[config.mk]
export PLATFORM = sky130hd
export DESIGN_NAME = mmio_port_bank_flat
export DESIGN_NICKNAME = d
export VERILOG_FILES = /design/src/rtl/mmio_port_bank_if.sv /design/src/rtl/mmio_port_bank.sv /design/src/flat_wrapper.sv
export SDC_FILE = /design/constraint.sdc
export NUM_CORES = 1
export LEC_CHECK = 0
export CORE_MARGIN = 3
export CORE_UTILIZATION = 35
export CTS_BUF_LIST = sky130_fd_sc_hd__clkbuf_16
export DETAILED_ROUTE_END_ITERATION = 8
export MAX_ROUTING_LAYER = met4
export SETUP_SLACK_MARGIN = 0.4
export SYNTH_ARGS = -nofsm -noshare
export SYNTH_HDL_FRONTEND = slang
export SYNTH_SLANG_ARGS = --single-unit
export TNS_END_PERCENT = 1
[constraint.sdc]
create_clock -name clk -period 3.1 [get_ports clk]
set_input_delay 0.775 -clock clk [delete_from_list [all_inputs] [get_ports clk]]
set_output_delay 0.775 -clock clk [all_outputs]
set_load 0.01 [all_outputs]
[src/rtl/mmio_port_bank_if.sv]
// CPU data-bus slice seen by the MMIO port bank: word address, write data/enable,
// plus the bank's hit flag and combinational read data.
interface mmio_port_bank_if;
  logic [14:0] address;
  logic [15:0] in;
  logic        load;
  logic        hit;
  logic [15:0] out;

  modport master (output address, in, load, input hit, out);
  modport slave  (input address, in, load, output hit, out);
endinterface

[src/rtl/mmio_port_bank.sv]
// Bank of NPORTS bidirectional GPIO ports on the CPU data bus: output latch, direction,
// synchronised pin readback, atomic set/clear and armed edge capture into an irq line.
module mmio_port_bank #(
  parameter int          NPORTS = 4,
  parameter int          WIDTH  = 16,
  parameter logic [14:0] BASE   = 15'h7000
) (
  input  logic                     clk,
  input  logic                     reset,
  mmio_port_bank_if.slave          bus,
  input  logic [NPORTS*WIDTH-1:0]  pin_in,
  output logic [NPORTS*WIDTH-1:0]  port_out,
  output logic [NPORTS*WIDTH-1:0]  port_oe,
  output logic                     irq
);

  localparam int          NB    = NPORTS * WIDTH;
  localparam logic [15:0] LIMIT = {1'b0, BASE} + 16'(8 * NPORTS);

  logic [NB-1:0]    out_q, dir_q, rise_en_q, fall_en_q, flag_q;
  logic [NB-1:0]    s1_q, s2_q, prev_q;
  logic [NB-1:0]    edge_set, flag_clr;
  logic [1:0]       arm_q;
  logic [3:0]       sel_port;
  logic [2:0]       sel_reg;
  logic             wr;
  logic [WIDTH-1:0] wd, field;
  logic [15:0]      rd;

  // BASE is 128-word aligned, so the low address bits index port and register directly.
  assign bus.hit  = ({1'b0, bus.address} >= {1'b0, BASE}) && ({1'b0, bus.address} < LIMIT);
  assign sel_port = bus.address[6:3];
  assign sel_reg  = bus.address[2:0];
  assign wr       = bus.load && bus.hit;
  assign wd       = bus.in[WIDTH-1:0];

  // Edges are ignored until the arm counter saturates, masking pins high at reset release.
  assign edge_set = (arm_q == 2'd3)
                  ? ((s2_q & ~prev_q & rise_en_q) | (~s2_q & prev_q & fall_en_q))
                  : '0;

  always_comb begin
    flag_clr = '0;
    for (int i = 0; i < NPORTS; i++) begin
      if (wr && sel_port == 4'(i) && sel_reg == 3'd5)
        flag_clr[i*WIDTH +: WIDTH] = wd;
    end
  end

  always_ff @(posedge clk or negedge reset) begin
    if (!reset) begin
      out_q     <= '0;
      dir_q     <= '0;
      rise_en_q <= '0;
      fall_en_q <= '0;
      flag_q    <= '0;
      s1_q      <= '0;
      s2_q      <= '0;
      prev_q    <= '0;
      arm_q     <= '0;
      irq       <= 1'b0;
    end else begin
      s1_q   <= pin_in;
      s2_q   <= s1_q;
      prev_q <= s2_q;
      if (arm_q != 2'd3)
        arm_q <= arm_q + 2'd1;
      flag_q <= (flag_q & ~flag_clr) | edge_set;
      irq    <= |flag_q;
      for (int i = 0; i < NPORTS; i++) begin
        if (wr && sel_port == 4'(i)) begin
          case (sel_reg)
            3'd0: out_q[i*WIDTH +: WIDTH]     <= wd;
            3'd1: dir_q[i*WIDTH +: WIDTH]     <= wd;
            3'd3: rise_en_q[i*WIDTH +: WIDTH] <= wd;
            3'd4: fall_en_q[i*WIDTH +: WIDTH] <= wd;
            3'd6: out_q[i*WIDTH +: WIDTH]     <= out_q[i*WIDTH +: WIDTH] | wd;
            3'd7: out_q[i*WIDTH +: WIDTH]     <= out_q[i*WIDTH +: WIDTH] & ~wd;
            default: ;
          endcase
        end
      end
    end
  end

  always_comb begin
    field = '0;
    for (int i = 0; i < NPORTS; i++) begin
      if (sel_port == 4'(i)) begin
        case (sel_reg)
          3'd0:    field = out_q[i*WIDTH +: WIDTH];
          3'd1:    field = dir_q[i*WIDTH +: WIDTH];
          3'd2:    field = s2_q[i*WIDTH +: WIDTH];
          3'd3:    field = rise_en_q[i*WIDTH +: WIDTH];
          3'd4:    field = fall_en_q[i*WIDTH +: WIDTH];
          3'd5:    field = flag_q[i*WIDTH +: WIDTH];
          default: field = '0;
        endcase
      end
    end
    rd              = '0;
    rd[WIDTH-1:0]   = field;
  end

  assign bus.out  = bus.hit ? rd : 16'h0000;
  assign port_out = out_q;
  assign port_oe  = dir_q;

endmodule

[src/flat_wrapper.sv]
// flat-port wrapper written by rule: the top's interface ports become plain ports
module mmio_port_bank_flat 
#(
  parameter int          NPORTS = 4,
  parameter int          WIDTH  = 16,
  parameter logic [14:0] BASE   = 15'h7000
)
  (clk, reset, pin_in, port_out, port_oe, irq, bus_address, bus_in, bus_load, bus_hit, bus_out);
  mmio_port_bank_if bus_i ();
  input  logic clk;
  input  logic reset;
  input  logic [NPORTS*WIDTH-1:0] pin_in;
  output logic [NPORTS*WIDTH-1:0] port_out;
  output logic [NPORTS*WIDTH-1:0] port_oe;
  output logic irq;
  input wire logic [$bits(bus_i.address)-1:0] bus_address;
  input wire logic [$bits(bus_i.in)-1:0] bus_in;
  input wire logic [$bits(bus_i.load)-1:0] bus_load;
  output wire logic [$bits(bus_i.hit)-1:0] bus_hit;
  output wire logic [$bits(bus_i.out)-1:0] bus_out;
  assign bus_i.address = bus_address;
  assign bus_i.in = bus_in;
  assign bus_i.load = bus_load;
  assign bus_hit = bus_i.hit;
  assign bus_out = bus_i.out;
  mmio_port_bank #(.NPORTS(NPORTS), .WIDTH(WIDTH), .BASE(BASE)) u_core (.clk(clk), .reset(reset), .bus(bus_i), .pin_in(pin_in), .port_out(port_out), .port_oe(port_oe), .irq(irq));
endmodule
### Word level (Yosys, flattened, before mapping)

Index checks and enable logic that the tools add are counted.

* output and inout bits: 146
* flip-flop bits (word level): 515
* input port bits: 98
* word-level logic and storage cells: 104

* reductions and logical operators: 30
* bitwise operators: 19
* equal/unequal tests: 12
* mux-type cells: 18
* $lt $le $gt $ge: 2
* add/subtract/negate cells: 1

Operators by type and width (number)
* case mux 16 bit (6 select lines): 4
* bitwise AND 64 bit: 5
* inverter 64 bit: 3
* case mux 16 bit (3 select lines): 4
* 2-to-1 mux 16 bit: 9
* OR 64 bit: 2
* bitwise AND 16 bit: 4
* 2-to-1 mux 64 bit: 1
* OR 16 bit: 4
* OR reduction 64 bit: 1
* AND reduction 2 bit: 16
* inverter 16 bit: 1
* greater-or-equal comparator 15 bit, second input constant: 1
* < comparator 15 bit, second input constant: 1
* equality test 3 bit, second input constant: 4
* logical AND 1 bit: 10
* equality test 4 x 2 -> 1 bit, second input constant: 2
* equality test 3 x 2 -> 1 bit, second input constant: 2
* equality test 4 x 1 -> 1 bit, second input constant: 1
* logical NOT 4 bit: 1
* equality test 3 x 1 -> 1 bit, second input constant: 1
* logical NOT 3 bit: 1
* nonzero test 3 bit: 1
* adder 2 x 1 -> 2 bit, second input constant: 1
* other kinds (2): 2

### Depth between registers and ports, before layout

* depth in word-level cells: 9
* depth in mapped cells: 9
* mapped depth without buffers: 6

### Least setup slack after synthesis

Ideal clock, no wire load.

* path kind: in2out
* start: input port bus_address[7]
* end: output port bus_out[14]
* data arrival time: 2472 ps
* setup slack: -147 ps
* required time: 2325 ps
* path buffers: 1
* cell stages on the path: 7
* cells stage by stage: nor4_4 and2_1 buf_6 nand2_2 inv_1 nand2_1 a2111oi_0

* cells in the longest elaborated chain, start to end: 3
* elaborated cells between the ends (all ways): 4
* classes of those cells: 2 x order compare; 1 x mux; 1 x reduce/logical

RTL lines
* start: declaration: RTL line flat_wrapper.sv:16 `input wire logic [$bits(bus_i.address)-1:0] bus_address;`
* greater-or-equal comparator 15 bit / < comparator 15 bit (equally long branches): RTL line mmio_port_bank.sv:31 `assign bus.hit = ({1'b0, bus.address} >= {1'b0, BASE}) && ({1'b0, bus.address} < LIMIT);`
* logical AND 1 bit *: RTL line mmio_port_bank.sv:31
* via bus_hit: RTL line flat_wrapper.sv:19 `output wire logic [$bits(bus_i.hit)-1:0] bus_hit;`
* 2-to-1 mux 16 bit *: RTL line mmio_port_bank.sv:105 `assign bus.out = bus.hit ? rd : 16'h0000;`
* end: declaration: RTL line flat_wrapper.sv:20 `output wire logic [$bits(bus_i.out)-1:0] bus_out;`

The timed path passes the listed nets; every way through them passes the cells marked *.

### Worst setup path in the final report

* start: input port bus_address[2]
* end: output port bus_out[5]

* cells in the longest elaborated chain, start to end: 7
* elaborated cells between the ends (all ways): 18
* classes of those cells: 2 x order compare; 5 x eq/ne; 9 x mux; 2 x reduce/logical

RTL lines
* equality test 3 bit (tied with other cells): RTL line mmio_port_bank.sv:90 `case (sel_reg)`
* case mux 16 bit (6 select lines): RTL line mmio_port_bank.sv:90
* 2-to-1 mux 16 bit (4 in series): RTL line mmio_port_bank.sv:89 `if (sel_port == 4'(i)) begin`
* 2-to-1 mux 16 bit *: RTL line mmio_port_bank.sv:105

Mark *: on every way between the ends. The rest lies on a longest branch, timed or not.

==> results.toml <==
[status]
violations = "setup timing"
outcome = "finished with violations"

[die]
ioPinCount = 244
dieArea_um2 = 67600
core_um2 = 63400
initial_core_util_pct = 35.6
fp.dieH_um = 260
rows = 92
die-width_um = 260

[worst_setup_path]
cp.required_ps = 2320
startpoint = "bus_address[2]"
crit_arrival_ps = 2500
reg2reg_depth = 3
startpoint_type = "input port"
cpMaxStageDelayCell = "a211oi_4"
crit_chain = "buf_12, buf_12, buf_12, and3b_1, buf_4, nand2_1, o21ai_1, a211oi_4, o31ai_4, buf_4, buf_4"
cp_max_fo = 8
end_kind = "output port"
path_class = "input port to output port"
r2r_setup_slack_ps = 820
crit_buf_inv = 6
timing.rr.end = "u_core.irq"
endpoint = "bus_out[5]"
cp_num_cells = 11
cp_slowest_stage_delay_ps = 330
reg2reg_from = "u_core.flag_q[15]"
crit_family = "buffers and inverters"

[sta]
fmax_mhz = 306
fin_crit_ps = 3270
fin_worst_skew_ps = 22.0
rsz0062_at_grt = "true"
period_share_pct = 106
hold_violations = 0
drv_slew = 0
finalSetupViolations = 16
worst_pin_slew_ps = 889
setup_ws_ps = -171
max_slew_margin_pct = 40.6

[placed_design]
place_ws_ps = -918
gp_congestion = 0.917
dp.cells = 3036
io_buffers = 243
dp_hpwl_mm = 60.7

[finish]
fin_cells = 3166
fin_nets = 2369
area_growth_pct = 36.4
fill_cells = 5599
final_layout_size_suffix_gt1_share_pct = 32.4

[synth]
synth_cell_types = 72
synth-main-ff-cell = "dfrtp_1"
synthArstFlopShare_pct = 100
synth-edff-count = 0
avgSynthCellArea_um2 = 12.4
ys_seq_area_share_pct = 57.1
synthCells = 1818
synth_area_um2 = 22600
syn_nets = 1917
yosysWarnings = 0
ys_seq_elements = 515

[power]
p_comb_share_pct = 7.9
pwr-share-seq_pct = 46.1
netSwitchingFraction_pct = 24.1
cellInternalPower_w = 0.0115
clock_power_share_pct = 46.0
max-vdd-ir-drop_mv = 0.368
powerDensity_nw_per_um2 = 491
p_leak_nw = 13.7
switching_power_w = 0.00364

[cts]
clock_latency_ps = 630
cts_buffer_depth = 3
htree_num_levels = 2
cts_sinks = 515
path_clk_slew_ps = 50
cts_made_buffers = 57
root_buffer = "clkbuf_16"
cts_tree = "yes"

[job]
drv_cap = 0

[grt]
antenna_found_initial = 5
grt_pass1_vias = 18200
grt-ovfl-total = 0
grt_max_degree = 70
grt_pass1_wl_mm = 125
grt_usage_pct = 25.7

[min_path]
hp-class = "input port to async pin"

[detailed_routing]
vias_per_cell = 5.61
drt_iter0_drc = 1517
wl_per_cell_um = 26.9
drc = 0
vias = 17800
wl_mm = 85.3
first_pass_iters = 5
ant_nets = 0
worst reg2reg max path, stage by stage, from the launching register on:
cell     delay [ps]
dfrtp_1         440
nor4_1          780
nand4_1         260
or4_1           630
synth_stat cells, types with 7 or more instances:
master	n	area (µm²)
a211oi_1	9	67.6
a21oi_1	42	210
a221o_1	8	80.1
a221oi_1	19	166
a22o_1	112	981
a22oi_1	32	240
buf_2	40	200
buf_4	20	150
clkbuf_1	65	244
dfrtp_1	515	12900
inv_1	10	37.5
mux2_2	207	2330
mux2_4	10	150
mux2i_1	76	761
mux4_2	11	248
nand2_1	179	672
nand3_1	7	35.0
nand3_2	8	80.1
nand3b_1	65	488
nor2_1	28	105
nor2b_1	7	43.8
nor3_4	9	146
nor4_1	17	106
o211ai_1	16	120
o21ai_0	174	871
o221ai_1	8	70.1
o22ai_1	14	87.6
o2bb2ai_1	12	105
registers in the layout, indices dropped and copies added, names as in the netlist:
name / cells
u_core.flag_q: 64
u_core.arm_q: 2
u_core.irq: 1
u_core.rise_en_q: 64
u_core.prev_q: 64
u_core.port_out: 64
u_core.port_oe: 64
u_core.s1_q: 64
u_core.s2_q: 64
u_core.fall_en_q: 64
cells by family after synthesis:
logic type | synth area share (%)
xor gates and xnor gates | 0.0388
adders and majority gates | 0.0554
AOI/OAI and AO/OA | 14.4
DFF | 57.1
buffers and inverters | 3.16
and+or+nand+nor | 9.51
muxes | 15.8
final cells by class:
type | count | area [µm²] | area share (%)
antenna | 4 | 10.0 | 0.0325
multi-input combinational | 1159 | 9570 | 31.1
clock buffer | 57 | 1430 | 4.63
sequential | 515 | 12900 | 41.8
tap | 846 | 1060 | 3.44
timing repair buffer | 526 | 5300 | 17.2
inverter | 11 | 45.0 | 0.146
clock inverter | 48 | 503 | 1.63
worst min path at each step:
stage | startpoint | endpoint | slack (ps) | cells past startpoint
global placement | u_core.s1_q[5] | u_core.s2_q[5] | 330 | 0
finish | reset | u_core.port_oe[33] | 130 | 1
floorplan | u_core.s1_q[0] | u_core.s2_q[0] | 330 | 0
CTS | reset | u_core.port_oe[33] | 180 | 1
detailed placement | u_core.s1_q[23] | u_core.s2_q[23] | 330 | 0
global route | reset | u_core.port_oe[33] | 170 | 1
metal layers:
layer,GRT usage [%],routed length [µm],share of wire (%)
met1,35.1,37300,44
met3,3.56,5300,6.2
met2,40.0,40100,47
met5,-,0,0
met4,7.83,2600,3.0
through the flow:
stage	hold WS [ps]	area, µm²	power [W]	TNS [ps]	utilization [%]
2_1_floorplan	331	22800	0.00742	0	-
3_3_place_gp	334	28000	0.00816	-12930	44.2
3_5_place_dp	335	28000	0.00817	-13220	44.2
4_1_cts	182	30500	0.0152	-2570	48.1
5_1_grt	174	30800	0.0156	-2870	48.6
6_report	129	30800	0.0151	-2200	48.6
what timing repair did:
item / 4_1_cts / 5_1_grt
buffers inserted: 14 / 3
cloned: 3 / 1
pin swaps: 31 / 28
endpoints found under the setup margin: 17 / 17
hold buffers: 0 / 0
gates resized for setup: 184 / 56
layout by cell type, fill, tap and decap left out, types with 8 or more instances in the layout:
cell and n:
o21ai_0 157, a22o_1 111, mux4_2 11, mux2_4 10, inv_1 16, clkinv_1 12, o21ai_1 11, nand3b_1 65
a21oi_1 36, nor4_1 16, o2bb2ai_1 11, buf_12 51, nor2_2 11, clkdlybuf4s50_1 210, a221oi_1 9, a221o_1 8
buf_2 10, clkbuf_16 58, buf_4 213, mux2i_1 74, nand3_2 9, dfrtp_1 515, nand2_1 175, buf_6 24
o22ai_1 9, o211ai_1 16, a22oi_1 26, mux2_2 207, nor3_4 10, nor2_1 20, bufinv_16 9
power by group through the flow:
stage	Clock, W	Combinational, W	Sequential, W
after floorplan	0	0.000378	0.00705
after global placement	0	0.00108	0.00708
after detailed placement	0	0.00108	0.00709
after CTS	0.00709	0.00116	0.00697
after global routing	0.00736	0.00126	0.00698
final	0.00695	0.00120	0.00697
(Power assumes the default switching activity.)
